==> config.mk <==
export PLATFORM = sky130hd
export DESIGN_NAME = rv_skid_buffer
export DESIGN_NICKNAME = d
export VERILOG_FILES = /design/src/rtl/rv_skid_buffer_pkg.sv /design/src/rtl/rv_skid_buffer.sv
export SDC_FILE = /design/constraint.sdc
export NUM_CORES = 1
export LEC_CHECK = 0
export BUFFER_PORTS_ARGS = -buffer_cell sky130_fd_sc_hd__buf_4
export CAP_MARGIN = 20
export CELL_PAD_IN_SITES_DETAIL_PLACEMENT = 0
export CELL_PAD_IN_SITES_GLOBAL_PLACEMENT = 1
export CORE_MARGIN = 2
export CORE_UTILIZATION = 30
export CTS_BUF_LIST = sky130_fd_sc_hd__clkbuf_16
export CTS_CLUSTER_DIAMETER = 100
export DETAILED_ROUTE_END_ITERATION = 8
export PLACE_DENSITY_LB_ADDON = 0.08
export SYNTH_ARGS = -nofsm -noshare
export SYNTH_HDL_FRONTEND = slang
export SYNTH_SLANG_ARGS = --single-unit
==> constraint.sdc <==
create_clock -name clk -period 2.1 [get_ports clk]
set_input_delay 0.525 -clock clk [delete_from_list [all_inputs] [get_ports clk]]
set_output_delay 0.525 -clock clk [all_outputs]
set_load 0.05 [all_outputs]
==> src/rtl/rv_skid_buffer_pkg.sv <==
// Shared platform constants for the ready/valid skid buffer.
// State encodings are common to every RV_* block that reports occupancy.
package rv_skid_buffer_pkg;

    localparam logic [1:0] EMPTY = 2'b00;
    localparam logic [1:0] HALF  = 2'b01;
    localparam logic [1:0] FULL  = 2'b10;

endpackage

==> src/rtl/rv_skid_buffer.sv <==
// Two-entry ready/valid skid buffer: main register M feeds data_out, skid register S
// catches the one extra beat accepted while downstream stalls. Handshake outputs are registered.
module rv_skid_buffer
    import rv_skid_buffer_pkg::*;
#(
    parameter int DATAW = 8
) (
    input  logic             clk,
    input  logic             reset,
    input  logic             valid_in,
    output logic             ready_in,
    input  logic [DATAW-1:0] data_in,
    output logic             valid_out,
    input  logic             ready_out,
    output logic [DATAW-1:0] data_out
);

    logic [1:0]       state_reg;
    logic [1:0]       state_next;
    logic [DATAW-1:0] m_reg;
    logic [DATAW-1:0] m_next;
    logic [DATAW-1:0] s_reg;
    logic [DATAW-1:0] s_next;
    // Cleared by reset so ready_in stays low while reset is held, even though state is EMPTY.
    logic             up_reg;

    logic push;
    logic pop;

    assign valid_out = (state_reg != EMPTY);
    assign ready_in  = up_reg && (state_reg != FULL);
    assign data_out  = m_reg;

    assign push = valid_in && ready_in;
    assign pop  = valid_out && ready_out;

    always_comb begin
        state_next = state_reg;
        m_next     = m_reg;
        s_next     = s_reg;
        case (state_reg)
            EMPTY: begin
                if (push) begin
                    m_next     = data_in;
                    state_next = HALF;
                end
            end
            HALF: begin
                if (push && pop) begin
                    m_next = data_in;
                end else if (push) begin
                    s_next     = data_in;
                    state_next = FULL;
                end else if (pop) begin
                    state_next = EMPTY;
                end
            end
            FULL: begin
                if (pop) begin
                    m_next     = s_reg;
                    state_next = HALF;
                end
            end
            default: begin
                state_next = EMPTY;
            end
        endcase
    end

    always_ff @(posedge clk) begin
        if (!reset) begin
            state_reg <= EMPTY;
            m_reg     <= '0;
            s_reg     <= '0;
            up_reg    <= 1'b0;
        end else begin
            state_reg <= state_next;
            m_reg     <= m_next;
            s_reg     <= s_next;
            up_reg    <= 1'b1;
        end
    end

endmodule

==> impl_metrics.toml, run 1 <==
[run_status]
outcome = "finished clean"

[timing]
hold_viol = 0
tightest_slew_ns = 0.591
finClkSkew_ns = 0.00107
max_freq_mhz = 573
setup_tns_ns = 0
final-max-slew-violation-count = 0
min_period_ns = 1.74
finalSetupViolations = 0
rsz0062_at_grt = "no"
maxSlewHeadroom_pct = 60.6
finalCritPeriodShare_pct = 83.1

[cells_and_area]
drive_above_1_share_pct = 31.7
final_cells = 132
nets = 114
area_growth_pct = 31.2
n_antenna_cell = 0

[worst_hold_path]
worstHoldPathType = "flip-flop to flip-flop"
holdPathStages = 2
hold_start = "s_reg[5]"
min_to = "s_reg[5]"

[synthesis]
synth_commonest_cells = "dfxtp_1, mux2i_1, a21oi_1, nor2b_1, o21ai_0"
async_reset_ff_share_pct = 0
synthTopCellsByArea = "dfxtp_1, mux2i_1, nor2b_1"
synth_compound_area_share_pct = 14.8
synth_ff_type = "dfxtp_1"
synth_cell_types = 20
syn-cell-area_um2 = 831
yosys.area.top_type = "dfxtp_1"
synthXorXnorAreaFrac_pct = 0
synthesis.instances = 78
synth.area.mux_share_pct = 20.5
synth_seq_area_share_pct = 45.8
ys_ff_latch = 19
synth-adder-area-share_pct = 0
synth_top_family_by_area = "multiplexers"
synth.most_common_cell = "dfxtp_1"
synth.top_cell.area_share_pct = 45.8
synth_simple_gate_area_share_pct = 15.2
avgSynthCellArea_um2 = 10.7
synth_fp_nets = 90
synth_edf_count = 0
synth_warnings = 0

[place]
place.gp.congestion = 0.648
dp_hpwl_um = 1070
dp.cells = 128
port_buffers = 21

[flow_run]
drv_cap = 0

[floorplanning]
rows = 19
ioPinCount = 22
dieHeight_um = 56.6
core-area_um2 = 2690
dieArea_um2 = 3210
die_w_um = 56.6
start_util_pct = 30.9

[worst_setup_path]
crit_type = "flip-flop to output port"
cp_max_fo = 8
crit_path_end_kind = "output port"
cp-start-kind = "flip-flop"
rrSetupSlack_ns = 0.68
r2r_cells = 4
r2r_end = "data_out[7]"
cp_data_arrival_time_ns = 1.22
reg2reg_from = "up_reg"
path_buf_inv = 1
path_cells = "nand2b_2, and2_1, buf_4"
max_stage_delay_ns = 0.54
cp_slowest_cell = "dfxtp_1"
crit_family = "flip-flops"
critPathRequiredTime_ns = 1.57

[clocking]
cts_hold_buf = 0
post_cts_resized = 0
cts.clk_slew.worst_paths_ns = 0.05
cts_buffers = 3
clk_latency_ns = 0.24
cts.sinks = 19
clockBufferDepth = 2
cts_setup_buffers = 0
ctsRootBufferMaster = "clkbuf_16"
h-tree-depth = 1
cts_tree = "done"

[route]
ant_nets = 0
drtIter0Drc = 12
wl_um = 1590
wl_per_cell_um = 12.0
firstDrtPassIters = 4
routed_via_density = 4.75
dr_total_vias = 627
post-route-drc-count = 0

[pwr]
power_leakage_nw = 0.484
max-vdd-ir-drop_v = 0.000472
pwr_density_cell_nw_per_um2 = 830

[global_routing]
grt_pass1_wl_um = 2840
grt_max_degree = 20
grt_pass1_vias = 600
antenna_found_initial = 0
gr-usage-all-layers_pct = 11.5
overflow = 0
cell type report:
class / count / area [um^2]
Fill cell: 273 / 1600
Tap cell: 31 / 38.8
Sequential cell: 19 / 380
Timing Repair Buffer: 23 / 173
Clock buffer: 3 / 75.1
Clock inverter: 1 / 3.75
Multi-Input combinational cell: 55 / 419
worst reg2reg max path: stages, from the launching register on:
cell and delay (ns):
dfxtp_1 0.32, nand2_1 0.15, o31ai_4 0.58, o21ai_0 0.18, a21oi_1 0.13
cells by family (layout without fill, tap and decap cells):
logic type	Yosys count	after routing
AO/OA/AOI/OAI	20	20
buffers and inverters	4	27
flip-flops	19	19
multiplexers	17	17
AND/OR/NAND/NOR	18	18
through the flow:
step / setup slack, ns / total power [mW] / cell area (um^2) / hold WS, ns / utilization (%)
detailed placement: 0.368 / 0.538 / 1010 / 0.502 / 37.6
finish: 0.356 / 0.904 / 1090 / 0.514 / 40.6
CTS: 0.344 / 0.916 / 1090 / 0.523 / 40.6
global route: 0.290 / 0.950 / 1090 / 0.530 / 40.6
floorplan: 0.417 / 0.489 / 831 / 0.482 / -
global placement: 0.438 / 0.538 / 1010 / 0.496 / 37.6
worst max-delay path by stage:
stage	start	to	slack, ns	depth (start not counted)
finish	state_reg[1]	ready_in	0.36	3
global route	state_reg[1]	ready_in	0.29	3
CTS	state_reg[1]	ready_in	0.34	3
detailed placement	valid_in	data_out[7]	0.37	5
global placement	valid_in	data_out[7]	0.44	5
floorplan	state_reg[1]	ready_in	0.42	3
power by group:
part | internal (mW) | total [mW] | leakage [nW] | switching, mW
registers | 0.377 | 0.387 | 0.155 | 0.00973
logic | 0.0558 | 0.143 | 0.286 | 0.0867
clock network | 0.253 | 0.374 | 0.0423 | 0.122
layer usage:
metal / share of wire [%] / routed length, um / vias up / GRT usage (%)
met5: 0 / 0 / - / 0
met4: 1.1 / 17 / 0 / 5.10
met3: 4.3 / 68 / 2 / 3.00
met2: 43 / 690 / 12 / 16.6
met1: 51 / 811 / 289 / 16.0
li1: - / - / 324 / -
cells in the final DEF (no fill, tap or decap), drive strengths merged:
cell type,n
a21oi,8
or2,1
clkbuf,3
inv,1
dfxtp,19
buf,23
nor3b,1
o21a,2
o21ai,8
nor2,1
nor2b,9
nand2,2
o31ai,1
nand2b,1
nand3b,1
o22ai,1
and2,2
mux2i,17
Power figures use the tool's default switching activity.
==> inputs of run 2 (changes only) <==
--- a/config.mk
+++ b/config.mk
@@ -5,6 +5,7 @@
 export SDC_FILE = /design/constraint.sdc
 export NUM_CORES = 1
 export LEC_CHECK = 0
+export ABC_AREA = 1
 export BUFFER_PORTS_ARGS = -buffer_cell sky130_fd_sc_hd__buf_4
 export CAP_MARGIN = 20
 export CELL_PAD_IN_SITES_DETAIL_PLACEMENT = 0
==> constraint.sdc (replaced) <==
create_clock -name clk -period 1.7 [get_ports clk]
set_input_delay 0.425 -clock clk [delete_from_list [all_inputs] [get_ports clk]]
set_output_delay 0.425 -clock clk [all_outputs]
set_load 0.05 [all_outputs]
==> impl_metrics.toml, run 2 <==
[route]
wl_per_cell_um = 11.1
routed_via_density = 4.41
firstDrtPassIters = 4
dr_total_vias = 860
wl_um = 2160
post-route-drc-count = 0
ant_nets = 0
drtIter0Drc = 37

[synthesis]
synthTopCellsByArea = "dfxtp_1, nand2_1, nand3_1"
synth.top_cell.area_share_pct = 40.0
synth_seq_area_share_pct = 40.0
async_reset_ff_share_pct = 0
synth_commonest_cells = "nand2_1, dfxtp_1, nor2_1"
avgSynthCellArea_um2 = 7.26
ys_ff_latch = 19
synth_edf_count = 0
synth.most_common_cell = "nand2_1"
synth_cell_types = 18
synthesis.instances = 131
synth_ff_type = "dfxtp_1"
yosys.area.top_type = "dfxtp_1"
synth_fp_nets = 143
syn-cell-area_um2 = 951
synth_warnings = 0

[timing]
hold_slack_ns = 0.422
hold_viol = 0
worst_slack_ns = 0.160
final-max-slew-violation-count = 0
tightest_slew_ns = 0.293
finalSetupViolations = 0
min_period_ns = 1.54
finClkSkew_ns = 0.00159
maxSlewHeadroom_pct = 80.4
max_freq_mhz = 649
rsz0062_at_grt = "no"
setup_tns_ns = 0
finalCritPeriodShare_pct = 90.6

[clocking]
ctsRootBufferMaster = "clkbuf_16"
cts.clk_slew.worst_paths_ns = 0.05
clk_latency_ns = 0.25
post_cts_resized = 0
cts_setup_buffers = 0
cts_buffers = 3
cts.sinks = 19
clockBufferDepth = 2
h-tree-depth = 1
cts_tree = "done"
cts_hold_buf = 0

[floorplanning]
dieArea_um2 = 3640
dieHeight_um = 60.3
rows = 20
ioPinCount = 22
start_util_pct = 31.4
core-area_um2 = 3030
die_w_um = 60.3

[pwr]
seq_power_share_pct = 41.2
power_leakage_nw = 0.576
switching_share_pct = 27.0
p_comb_share_pct = 18.0
finalPower_mw = 1.16
max-vdd-ir-drop_v = 0.000369
pwr_density_cell_nw_per_um2 = 976
intPower_uw = 850
clockPowerShare_pct = 40.8
p_switching_uw = 314

[worst_hold_path]
worstHoldPathType = "primary input to flip-flop"

[cells_and_area]
nets = 164
area_growth_pct = 25.5
n_antenna_cell = 0
drive_above_1_share_pct = 23.8
most-common-layout-cells = "nand2_1, buf_4, nor2_1, dfxtp_1, nand3_1"
final_cells = 195
fin_util_pct = 39.4
mostFrequentLayoutCell = "nand2_1"
stdcell_area_um2 = 1190
n_fill_cell = 329

[worst_setup_path]
cp-start-kind = "flip-flop"
crit_path_end_kind = "output port"
cp_data_arrival_time_ns = 1.11
cp_max_fo = 7
crit_type = "flip-flop to output port"
critPathRequiredTime_ns = 1.27

[place]
dp_hpwl_um = 1530
dpl_worst_slack_ns = 0.245
place.gp.congestion = 0.751
postPlaceCellArea_um2 = 1110
port_buffers = 21
dp.cells = 191

[global_routing]
antenna_found_initial = 0
grt_max_degree = 20
gr-usage-all-layers_pct = 13.3
grt_pass1_vias = 799
overflow = 0
grt_pass1_wl_um = 3580

[run_status]
outcome = "finished clean"

[flow_run]
drv_cap = 0
-- run 2: cell count changes in the layout (fill, tap and decap cells not counted), sizes merged, moves of 2 or more --
cell / before / now
nand2: 2 / 31
inv: 1 / 11
and2: 2 / 0
mux2i: 17 / 0
nand3: 0 / 18
nor3: 0 / 8
nor2b: 9 / 0
nor2: 1 / 19
-- run 2: worst paths after layout --
| check | startpoint | end | slack, ns | depth (start not counted) |
|---|---|---|---|---|
| max | state_reg[1] | ready_in | 0.16 | 3 |
| min reg2reg | data_out[7] | data_out[7] | 0.48 | 2 |
| max reg2reg | state_reg[0] | data_out[4] | 0.25 | 7 |
| min | data_in[6] | s_reg[6] | 0.42 | 3 |
-- run 2: critical path: stages, from the launching register on --
cell and delay [ns]:
dfxtp_2 0.36, buf_4 0.17, a21boi_2 0.13, buf_4 0.20
-- run 2: logic make-up after synthesis --
group | synth area share [%]
AO/OA/AOI/OAI | 10.5
buffers and inverters | 10.4
AND/OR/NAND/NOR | 39.1
flip-flops | 40.0
-- run 2: cell type report --
cell class | count | area (um^2) | share of cell area (%)
clock buffer | 3 | 75.1 | 6.29
multi-input combinational | 96 | 475 | 39.8
timing repair buffer | 22 | 165 | 13.8
tap | 44 | 55.1 | 4.61
inverter | 10 | 37.5 | 3.14
sequential | 19 | 382 | 32.0
clock inverter | 1 | 3.75 | 0.314
-- run 2: power groups by stage --
stage / Clock (mW) / Combinational [mW] / Sequential [mW]
after floorplan: 0 / 0.100 / 0.541
after global placement: 0 / 0.212 / 0.489
after detailed placement: 0 / 0.212 / 0.490
after CTS: 0.498 / 0.212 / 0.480
after global routing: 0.533 / 0.228 / 0.483
final: 0.475 / 0.210 / 0.480
-- run 2: layer usage --
layer | global-route usage [%] | wire length [um] | up-vias
met4 | 5.71 | 15 | 0
li1 | - | - | 469
met5 | 0 | 0 | -
met3 | 2.81 | 57 | 2
met2 | 21.1 | 971 | 9
met1 | 17.4 | 1120 | 380
==> inputs of run 3 (changes only) <==
--- a/config.mk
+++ b/config.mk
@@ -6,7 +6,7 @@
 export NUM_CORES = 1
 export LEC_CHECK = 0
 export ABC_AREA = 1
-export BUFFER_PORTS_ARGS = -buffer_cell sky130_fd_sc_hd__buf_4
+export BUFFER_PORTS_ARGS = -buffer_cell sky130_fd_sc_hd__buf_2
 export CAP_MARGIN = 20
 export CELL_PAD_IN_SITES_DETAIL_PLACEMENT = 0
 export CELL_PAD_IN_SITES_GLOBAL_PLACEMENT = 1
==> constraint.sdc (replaced) <==
create_clock -name clk -period 1.51 [get_ports clk]
set_input_delay 0.3775 -clock clk [delete_from_list [all_inputs] [get_ports clk]]
set_output_delay 0.3775 -clock clk [all_outputs]
set_load 0.05 [all_outputs]
==> impl_metrics.toml, run 3 (synthesis results as in run 2) <==
[run_status]
outcome = "finished clean"

[timing]
maxSlewHeadroom_pct = 78.7
tightest_slew_ns = 0.320
final-max-slew-violation-count = 0
max_freq_mhz = 690
finClkSkew_ns = 0.00484
hold_slack_ns = 0.375
hold_viol = 0
rsz0062_at_grt = "yes"
finalSetupViolations = 0
min_period_ns = 1.45
finalCritPeriodShare_pct = 95.9

[pwr]
seq_power_share_pct = 41.4
clockPowerShare_pct = 41.5
pwr_density_cell_nw_per_um2 = 1110
power_leakage_nw = 0.579
max-vdd-ir-drop_v = 0.000382
p_switching_uw = 357
switching_share_pct = 27.4
intPower_uw = 947
finalPower_mw = 1.30
p_comb_share_pct = 17.1

[clocking]
cts_hold_buf = 0
h-tree-depth = 1
cts.clk_slew.worst_paths_ns = 0.06
clk_latency_ns = 0.25
cts_buffers = 3
cts_tree = "done"
clockBufferDepth = 2
ctsRootBufferMaster = "clkbuf_16"
cts.sinks = 19

[global_routing]
antenna_found_initial = 0
grt_pass1_wl_um = 3850
grt_pass1_vias = 851
overflow = 0
gr-usage-all-layers_pct = 14.3
grt_max_degree = 20

[worst_setup_path]
critPathRequiredTime_ns = 1.13
crit_path_end_kind = "output port"
r2r_cells = 5
r2r_end = "s_reg[7]"
cp_data_arrival_time_ns = 1.07
rrSetupSlack_ns = 0.21
max_stage_delay_ns = 0.37
cp_max_fo = 5
path_cells = "inv_1, nand2_2, buf_4"
cp-start-kind = "flip-flop"
reg2reg_from = "state_reg[1]"
crit_family = "flip-flops"
path_buf_inv = 2
crit_type = "flip-flop to output port"
cp_slowest_cell = "dfxtp_1"

[place]
place.gp.congestion = 0.760
dp.cells = 194
dp_hpwl_um = 1530
port_buffers = 21

[floorplanning]
start_util_pct = 31.4
dieHeight_um = 60.3
rows = 20
die_w_um = 60.3
core-area_um2 = 3030
ioPinCount = 22
dieArea_um2 = 3640

[cells_and_area]
nets = 167
most-common-layout-cells = "nand2_1, buf_2, nor2_1, dfxtp_1, nand3_1"
drive_above_1_share_pct = 26.0
fin_util_pct = 38.8
final_cells = 198
mostFrequentLayoutCell = "nand2_1"
n_antenna_cell = 0
area_growth_pct = 23.7

[route]
ant_nets = 0
firstDrtPassIters = 4
wl_per_cell_um = 11.0
dr_total_vias = 910
post-route-drc-count = 0
wl_um = 2180
drtIter0Drc = 31
routed_via_density = 4.60

[worst_hold_path]
hold_start = "data_in[1]"
holdPathStages = 3
worstHoldPathType = "primary input to flip-flop"
min_to = "s_reg[1]"

[flow_run]
drv_cap = 0
-- run 3: cell types whose count changed in the layout (fill, tap and decap cells not counted), sizes merged --
cell    previous run  this run
buf               22        25
clkinv             0         1
inv               11        10
-- run 3: area by class of cell --
class / count / area [um^2]
tap: 44 / 55.1
clock buffer: 3 / 75.1
multi-input combinational: 96 / 475
sequential: 19 / 382
fill: 351 / 1850
timing repair buffer: 25 / 144
inverter: 10 / 40.0
clock inverter: 1 / 5.00
-- run 3: per-layer routing --
| layer | routed length (um) | GRT usage (%) |
|---|---|---|
| met1 | 1060 | 18.8 |
| met2 | 1010 | 22.5 |
| met3 | 72 | 2.81 |
| met4 | 38 | 6.67 |
| met5 | 0 | 0 |
-- run 3: through the flow --
step	cell area [um^2]	setup TNS (ns)	setup WS, ns
global route	1180	-0.00700	-0.00700
floorplan	955	0	0.0979
global placement	1080	0	0.136
finish	1180	0	0.0613
detailed placement	1080	0	0.0949
CTS	1170	0	0.0132
-- run 3: worst reg2reg max path, delay by kind of cell, from the launching register on --
family | cells | cell delay [ns]
buffers and inverters | 1 | 0.18
AND/OR/NAND/NOR | 3 | 0.62
AO/OA/AOI/OAI | 1 | 0.11
flip-flops | 1 | 0.33
-- run 3: power groups by stage --
stage	logic, mW	clock network [mW]	registers [mW]
global route	0.247	0.585	0.542
detailed placement	0.223	0	0.549
global placement	0.222	0	0.549
finish	0.223	0.541	0.540
CTS	0.225	0.563	0.539
floorplan	0.113	0	0.609
-- run 3: worst max path at each step --
stage	start	end	slack, ns	depth (start not counted)
global route	state_reg[1]	valid_out	-0.007	3
floorplan	state_reg[0]	ready_in	0.1	3
CTS	state_reg[0]	ready_in	0.01	3
global placement	ready_out	s_reg[2]	0.14	5
finish	state_reg[1]	valid_out	0.06	3
detailed placement	ready_out	s_reg[7]	0.09	5
-- run 3: what timing repair did --
action,4_1_cts,5_1_grt
gates cloned,0,0
buffers inserted,0,0
pin swaps,0,0
gates resized for setup,2,3
setup endpoints to repair,2,7
hold endpoints to repair,0,0
